==> src/rtl/wb_regfile_stage.sv <==
// Writeback stage: sub-word load extension, writeback select, 32x32 register file
// with x0 tied to zero, two bypassed ID read ports, a debug port and a retire counter.
module wb_regfile_stage #(
  parameter int RF_DEPTH = 32,
  parameter int CNT_W    = 32
) (
  input  logic             clk,
  input  logic             rst_n,
  input  logic             en,
  input  logic [31:0]      RD,
  input  logic [31:0]      AluOutMW,
  input  logic [31:0]      PCMW,
  input  logic [4:0]       RdMW,
  input  logic [2:0]       RegWriteMW,
  input  logic             MemToRegMW,
  input  logic             LoadNpcMW,
  input  logic [4:0]       A1,
  input  logic [4:0]       A2,
  output logic [31:0]      RD1,
  output logic [31:0]      RD2,
  input  logic [4:0]       A3,
  output logic [31:0]      RD3,
  output logic [31:0]      ResultW,
  output logic             RegWriteW,
  output logic [CNT_W-1:0] RetireCnt
);

  localparam logic [2:0] T_LB  = 3'd1;
  localparam logic [2:0] T_LH  = 3'd2;
  localparam logic [2:0] T_LW  = 3'd3;
  localparam logic [2:0] T_LBU = 3'd4;
  localparam logic [2:0] T_LHU = 3'd5;

  logic [31:0]      rf_q [RF_DEPTH];
  logic [CNT_W-1:0] cnt_q;
  logic [CNT_W-1:0] cnt_d;
  logic             type_ok;
  logic             rd_ok;
  logic [31:0]      ext_data;
  logic [31:0]      npc;
  logic [31:0]      st1;
  logic [31:0]      st2;

  // Halfword select ignores off[0]: misaligned halfwords are not trapped.
  function automatic logic [31:0] load_extend(input logic [2:0]  ty,
                                              input logic [31:0] word,
                                              input logic [1:0]  off);
    logic signed [7:0]  b;
    logic signed [15:0] h;
    logic [31:0]        r;
    case (off)
      2'd0:    b = word[7:0];
      2'd1:    b = word[15:8];
      2'd2:    b = word[23:16];
      default: b = word[31:24];
    endcase
    h = off[1] ? word[31:16] : word[15:0];
    case (ty)
      T_LB:    r = 32'(b);
      T_LBU:   r = {24'd0, b};
      T_LH:    r = 32'(h);
      T_LHU:   r = {16'd0, h};
      T_LW:    r = word;
      default: r = word;
    endcase
    return r;
  endfunction

  assign type_ok  = (RegWriteMW >= T_LB) && (RegWriteMW <= T_LHU);
  assign rd_ok    = (RdMW != 5'd0) && (int'(RdMW) < RF_DEPTH);
  assign ext_data = load_extend(RegWriteMW, RD, AluOutMW[1:0]);
  assign npc      = PCMW + 32'd4;

  always_comb begin
    ResultW = AluOutMW;
    if (LoadNpcMW)       ResultW = npc;
    else if (MemToRegMW) ResultW = ext_data;
  end

  // Reset level gates the strobe so nothing commits or bypasses while held.
  assign RegWriteW = rst_n & en & type_ok & rd_ok;
  assign cnt_d     = cnt_q + CNT_W'(1);

  always_comb begin
    st1 = '0;
    st2 = '0;
    RD3 = '0;
    if (A1 != 5'd0 && int'(A1) < RF_DEPTH) st1 = rf_q[A1];
    if (A2 != 5'd0 && int'(A2) < RF_DEPTH) st2 = rf_q[A2];
    if (A3 != 5'd0 && int'(A3) < RF_DEPTH) RD3 = rf_q[A3];
  end

  assign RD1 = (RegWriteW && A1 == RdMW) ? ResultW : st1;
  assign RD2 = (RegWriteW && A2 == RdMW) ? ResultW : st2;

  // Commit edge: register file and retire counter.
  always_ff @(posedge clk or negedge rst_n) begin
    if (!rst_n) begin
      for (int i = 0; i < RF_DEPTH; i++) rf_q[i] <= '0;
      cnt_q <= '0;
    end else if (RegWriteW) begin
      rf_q[RdMW] <= ResultW;
      cnt_q      <= cnt_d;
    end
  end

  assign RetireCnt = cnt_q;

endmodule

==> config.mk <==
export PLATFORM = sky130hd
export DESIGN_NAME = wb_regfile_stage
export DESIGN_NICKNAME = d
export VERILOG_FILES = /design/src/rtl/wb_regfile_stage.sv
export SDC_FILE = /design/constraint.sdc
export NUM_CORES = 2
export LEC_CHECK = 0
export BUFFER_PORTS_ARGS = -buffer_cell sky130_fd_sc_hd__buf_2
export CORE_MARGIN = 3
export CORE_UTILIZATION = 52
export DETAILED_ROUTE_END_ITERATION = 12
export PLACE_DENSITY = 0.68
export SYNTH_ARGS = -nofsm -noshare
export SYNTH_HDL_FRONTEND = slang
export SYNTH_SLANG_ARGS = --single-unit
==> constraint.sdc <==
create_clock -name clk -period 4.5 [get_ports clk]
set_input_delay 0.225 -clock clk [delete_from_list [all_inputs] [get_ports clk]]
set_output_delay 0.225 -clock clk [all_outputs]
set_load 0.03 [all_outputs]
Yosys cells after proc, flatten, opt, wreduce, memory -nomap -nowiden. Cells that the tools add are included.

Input port bits: 124. Bits in registers: 1056.

Muxes and demuxes: 22. $add $sub $neg: 2. Reductions and logical operators: 9. Equal/unequal tests: 8. Bitwise gates (word level): 7. $lt $le $gt $ge: 7.

Operators by type and width (count): bitwise mux 1024 bit (1); binary-select mux 32 bit (select 5 bit) (3); two-way mux 32 bit (14); demux 32 bit (select 5 bit) (1); case mux 32 bit (4 select lines) (1); adder 32 x 1 -> 32 bit (second input constant) (1); adder 32 x 3 -> 32 bit (second input constant) (1); greater-or-equal comparator 6 bit (second input constant) (4); inverter 5 -> 6 bit (4); case mux 8 bit (3 select lines) (1); nonzero test 5 bit (4); two-way mux 16 bit (1); equality test 5 bit (2); equality test 3 bit (second input constant) (2); less-than comparator 6 x 1 -> 1 bit (second input constant) (1); logical AND 1 bit (4); AND 1 bit (3); equality test 3 x 1 -> 1 bit (second input constant) (1); equality test 3 x 2 -> 1 bit (second input constant) (1); greater-or-equal comparator 3 x 1 -> 1 bit (second input constant) (1); less-or-equal comparator 3 bit (second input constant) (1); equality test 2 x 1 -> 1 bit (second input constant) (1); equality test 2 bit (second input constant) (1); zero test 2 bit (1).

Depth between registers and ports, before layout.
Depth after elaboration: 6. Gate-level depth with buffers: 11.

Worst setup path before layout. Ideal clock, no wire load.

Path type: in2out. Start: input port RegWriteMW[0]. End: output port RD1[20]. Stages: 9. Slack: 1768 ps. Arrival: 2507 ps. Buffers on the path: 3. Cells stage by stage: buf_2 -> nor3b_1 -> a221o_1 -> buf_2 -> a21oi_1 -> nor3_1 -> a21oi_4 -> buf_4 -> o21ai_0.

Cells in the longest elaborated chain, start to end: 6.

RTL lines: from (decl) (line 14) `input logic [2:0] RegWriteMW,`; greater-or-equal comparator 3 x 1 -> 1 bit / less-or-equal comparator 3 bit (equally long branches) (line 69) `assign type_ok = (RegWriteMW >= T_LB) && (RegWriteMW <= T_LHU);`; logical AND 1 bit (line 69); AND 1 bit (2 in series) (line 81) `assign RegWriteW = rst_n & en & type_ok & rd_ok;`; logical AND 1 bit (line 93) `assign RD1 = (RegWriteW && A1 == RdMW) ? ResultW : st1;`; two-way mux 32 bit (*) (line 93); to (decl) (line 19) `output logic [31:0] RD1,`.

Mark *: on every way between the ends. The rest lies on a longest branch, timed or not.

Worst setup path after layout.
Start: input port rst_n. End: output port RD2[16].

Cells in the longest elaborated chain, start to end: 5.

RTL lines: from (decl) (line 8) `input logic rst_n,`; AND 1 bit (3 in series) (line 81); logical AND 1 bit (line 94) `assign RD2 = (RegWriteW && A2 == RdMW) ? ResultW : st2;`; two-way mux 32 bit (line 94); to (decl) (line 20) `output logic [31:0] RD2,`.

No other way between the ends.

==> impl_metrics.yaml <==
layout:
  mostFrequentLayoutCells: "nand2_1, dfrtp_1, o21ai_0, mux4_2, mux2i_1"
  drive_above_1_share: 0.221
  nNetsFinal: 6187
  layout_commonest_cell: "nand2_1"
  fillers: 10270
  area_delta_synth_final_pct: 10.6
die:
  start_util: 0.524
  rows: 129
  dieHeight_um: 360
  dieWidth_um: 360
  core_area_um2: 124000
  ios: 285
  dieArea_um2: 129000
timing:
  drv_slew: 0
  hold_viol_final: 0
  tns_ps: 0
  finClkSkew_ps: 5.86
  tightest_slew_ps: 1240
  relSlewSlack: 0.175
  setup_violations: 0
  rsz0062_at_grt: "false"
  max_freq_ghz: 0.241
  layout_min_cycle_time_ps: 4150
  min_period_over_period: 0.921
clock_tree:
  cts_root_buffer: "clkbuf_16"
  numCtsBuffers: 113
  clkTransAtPathRegs_ps: 70
  cts_tree: "built"
  clkLatencyLatePin_ps: 750
  cts.path.max_buffers: 3
  clkSinkCount: 1056
  ctsResizeCount: 0
  htreeDepth: 3
global_routing:
  grt_pass1_wl_um: 360000
  grt_pass1_vias: 54056
  track_usage: 0.373
  overflow: 0
  grt_antenna_before_repair: 10
  grt_max_degree: 155
yosys:
  ys_seq_area_frac: 0.407
  synthCells: 6144
  yosys_warnings: 0
  yosys-top-cells-area: "dfrtp_1, mux4_2, mux2i_1"
  avgSynthCellArea_um2: 10.6
  ys_ff_latch: 1056
  synth_edf_count: 0
  ys_types: 72
  synth_flop_cell: "dfrtp_1"
  yosysTopAreaCell: "dfrtp_1"
  yosysTopAreaCellShare: 0.407
  syn_nets: 6270
  syn-cell-area_um2: 65000
  async_flop_share: 1.00
drt:
  via_per_inst: 7.09
  drc: 0
  firstDrtPassIters: 9
  vias: 55313
  drtIter0Drc: 7531
  wl_per_cell_um: 31.2
  drtAntennaViolNets: 0
  totalWireLength_um: 244000
status:
  status: "finished clean"
setup_path:
  path_max_fanout: 17
  critical-path-max-stage-delay_ps: 950
  critPathKind: "input pin to primary output"
  cp_data_required_time_ps: 4280
  crit_path_start_kind: "input pin"
  cp-end-kind: "primary output"
  cp.arrival_ps: 3920
  worst_path_max_delay_cell: "or4_2"
  worstPathCellList: "dlygate4sd3_1 > buf_8 > nand4_2 > or4_2 > nor2b_4 > buf_4 > a22oi_1 > o21ai_0 > buf_4 > buf_2"
  cp_common_cell: "buf_4"
placement:
  dp_hpwl_um: 147000
  io_buffer_count: 284
  place_congestion: 0.960
worst_hold_path:
  hold_class: "input pin to register"
job:
  cap_violations: 0
power:
  leakage_nw: 31.2
  peakVddDrop_v: 0.000368
  p_per_area_nw_per_um2: 383
  power_w: 0.0275
==> cell families (layout without fill, tap and decap cells) <==
family / Yosys count / in the layout / synth area share
buffers and inverters: 712 / 724 / 0.0457
xor gates and xnor gates: 68 / 68 / 0.00916
DFF: 1056 / 1056 / 0.407
adders and majority gates: 2 / 2 / 0.000385
muxes: 1110 / 1110 / 0.288
and+or+nand+nor: 1478 / 1478 / 0.0924
other: 0 / 7 / 0
AOI/OAI and AO/OA: 1718 / 1718 / 0.158
==> state kept, by name, summed over array words and instances, names as in the netlist <==
| signal | count |
|---|---|
| RetireCnt | 32 |
| rf_q | 1024 |
==> metal layers <==
metal / global-route usage / vias to the layer above / wire, um
met3: 0.125 / 983 / 33200
met4: 0.225 / 10 / 16900
met2: 0.545 / 4020 / 105000
li1: - / 22852 / -
met5: 0 / - / 57
met1: 0.485 / 27448 / 88600
==> path summary, 6_finish.rpt <==
| check | startpoint | to | slack [ps] | depth (start not counted) |
|---|---|---|---|---|
| max | rst_n | RD2[16] | 350 | 10 |
| min | RdMW[0] | rf_q[862] | 60 | 5 |
| max reg2reg | RetireCnt[2] | RetireCnt[24] | 2040 | 6 |
| min reg2reg | rf_q[1022] | rf_q[1022] | 420 | 0 |
| max in group asynchronous | rst_n | rf_q[29] | 1780 | 5 |
| min in group asynchronous | rst_n | rf_q[277] | 360 | 3 |
==> where the power goes <==
group | switching [W] | leakage (nW) | internal (W) | total, W
logic | 0.00341 | 14.9 | 0.00238 | 0.00578
registers | 0.00101 | 14.3 | 0.0105 | 0.0115
clock network | 0.00426 | 1.98 | 0.00595 | 0.0102
==> layout make-up <==
cell class	count	area (um2)	share of cell area
inverters	53	206	0.00287
multi-input cells	4376	36000	0.501
clock buffers	148	3200	0.0445
clock inverters	62	840	0.0117
well taps	1637	2050	0.0285
diodes	7	17.5	0.000244
flip-flops and latches	1056	26400	0.368
repair buffers	461	3130	0.0436
==> Yosys cell counts, types with 8 or more instances <==
cell type,count
nand2_1,1158
dfrtp_1,1056
o21ai_0,895
mux4_2,605
mux2i_1,497
clkbuf_1,451
o21ai_1,262
a221oi_1,236
a22oi_1,176
nor2_1,153
buf_2,98
a21oi_1,72
buf_1,69
inv_1,47
xnor2_1,42
nand3_1,33
buf_4,32
nor3_1,28
xor2_1,26
nand4_1,16
and3_1,15
o221ai_1,13
a22o_1,10
nor4_1,9
mux2_2,8
==> through the flow <==
stage | area, um2 | instances | util | hold WS (ps) | worst slack [ps]
floorplan | 65000 | 6144 | - | -70.6 | 1770
finish | 71900 | 7800 | 0.580 | 59.9 | 354
detailed placement | 67800 | 7580 | 0.547 | 393 | 549
global route | 71800 | 7793 | 0.580 | 95.5 | 326
CTS | 71800 | 7793 | 0.580 | 13.0 | 448
global placement | 67800 | 7580 | 0.547 | 371 | 605
==> worst max-delay path: cells and delay by family <==
kind	cells	cell delay, ps
compound gates	2	590
buf+inv	5	1530
simple gates	3	1540
==> what timing repair did <==
item / 4_1_cts / 5_1_grt
hold buffers: 3 / 0
buffers inserted: 0 / 0
hold endpoints to repair: 108 / 0
No activity file was read; power rests on OpenSTA's default activity.
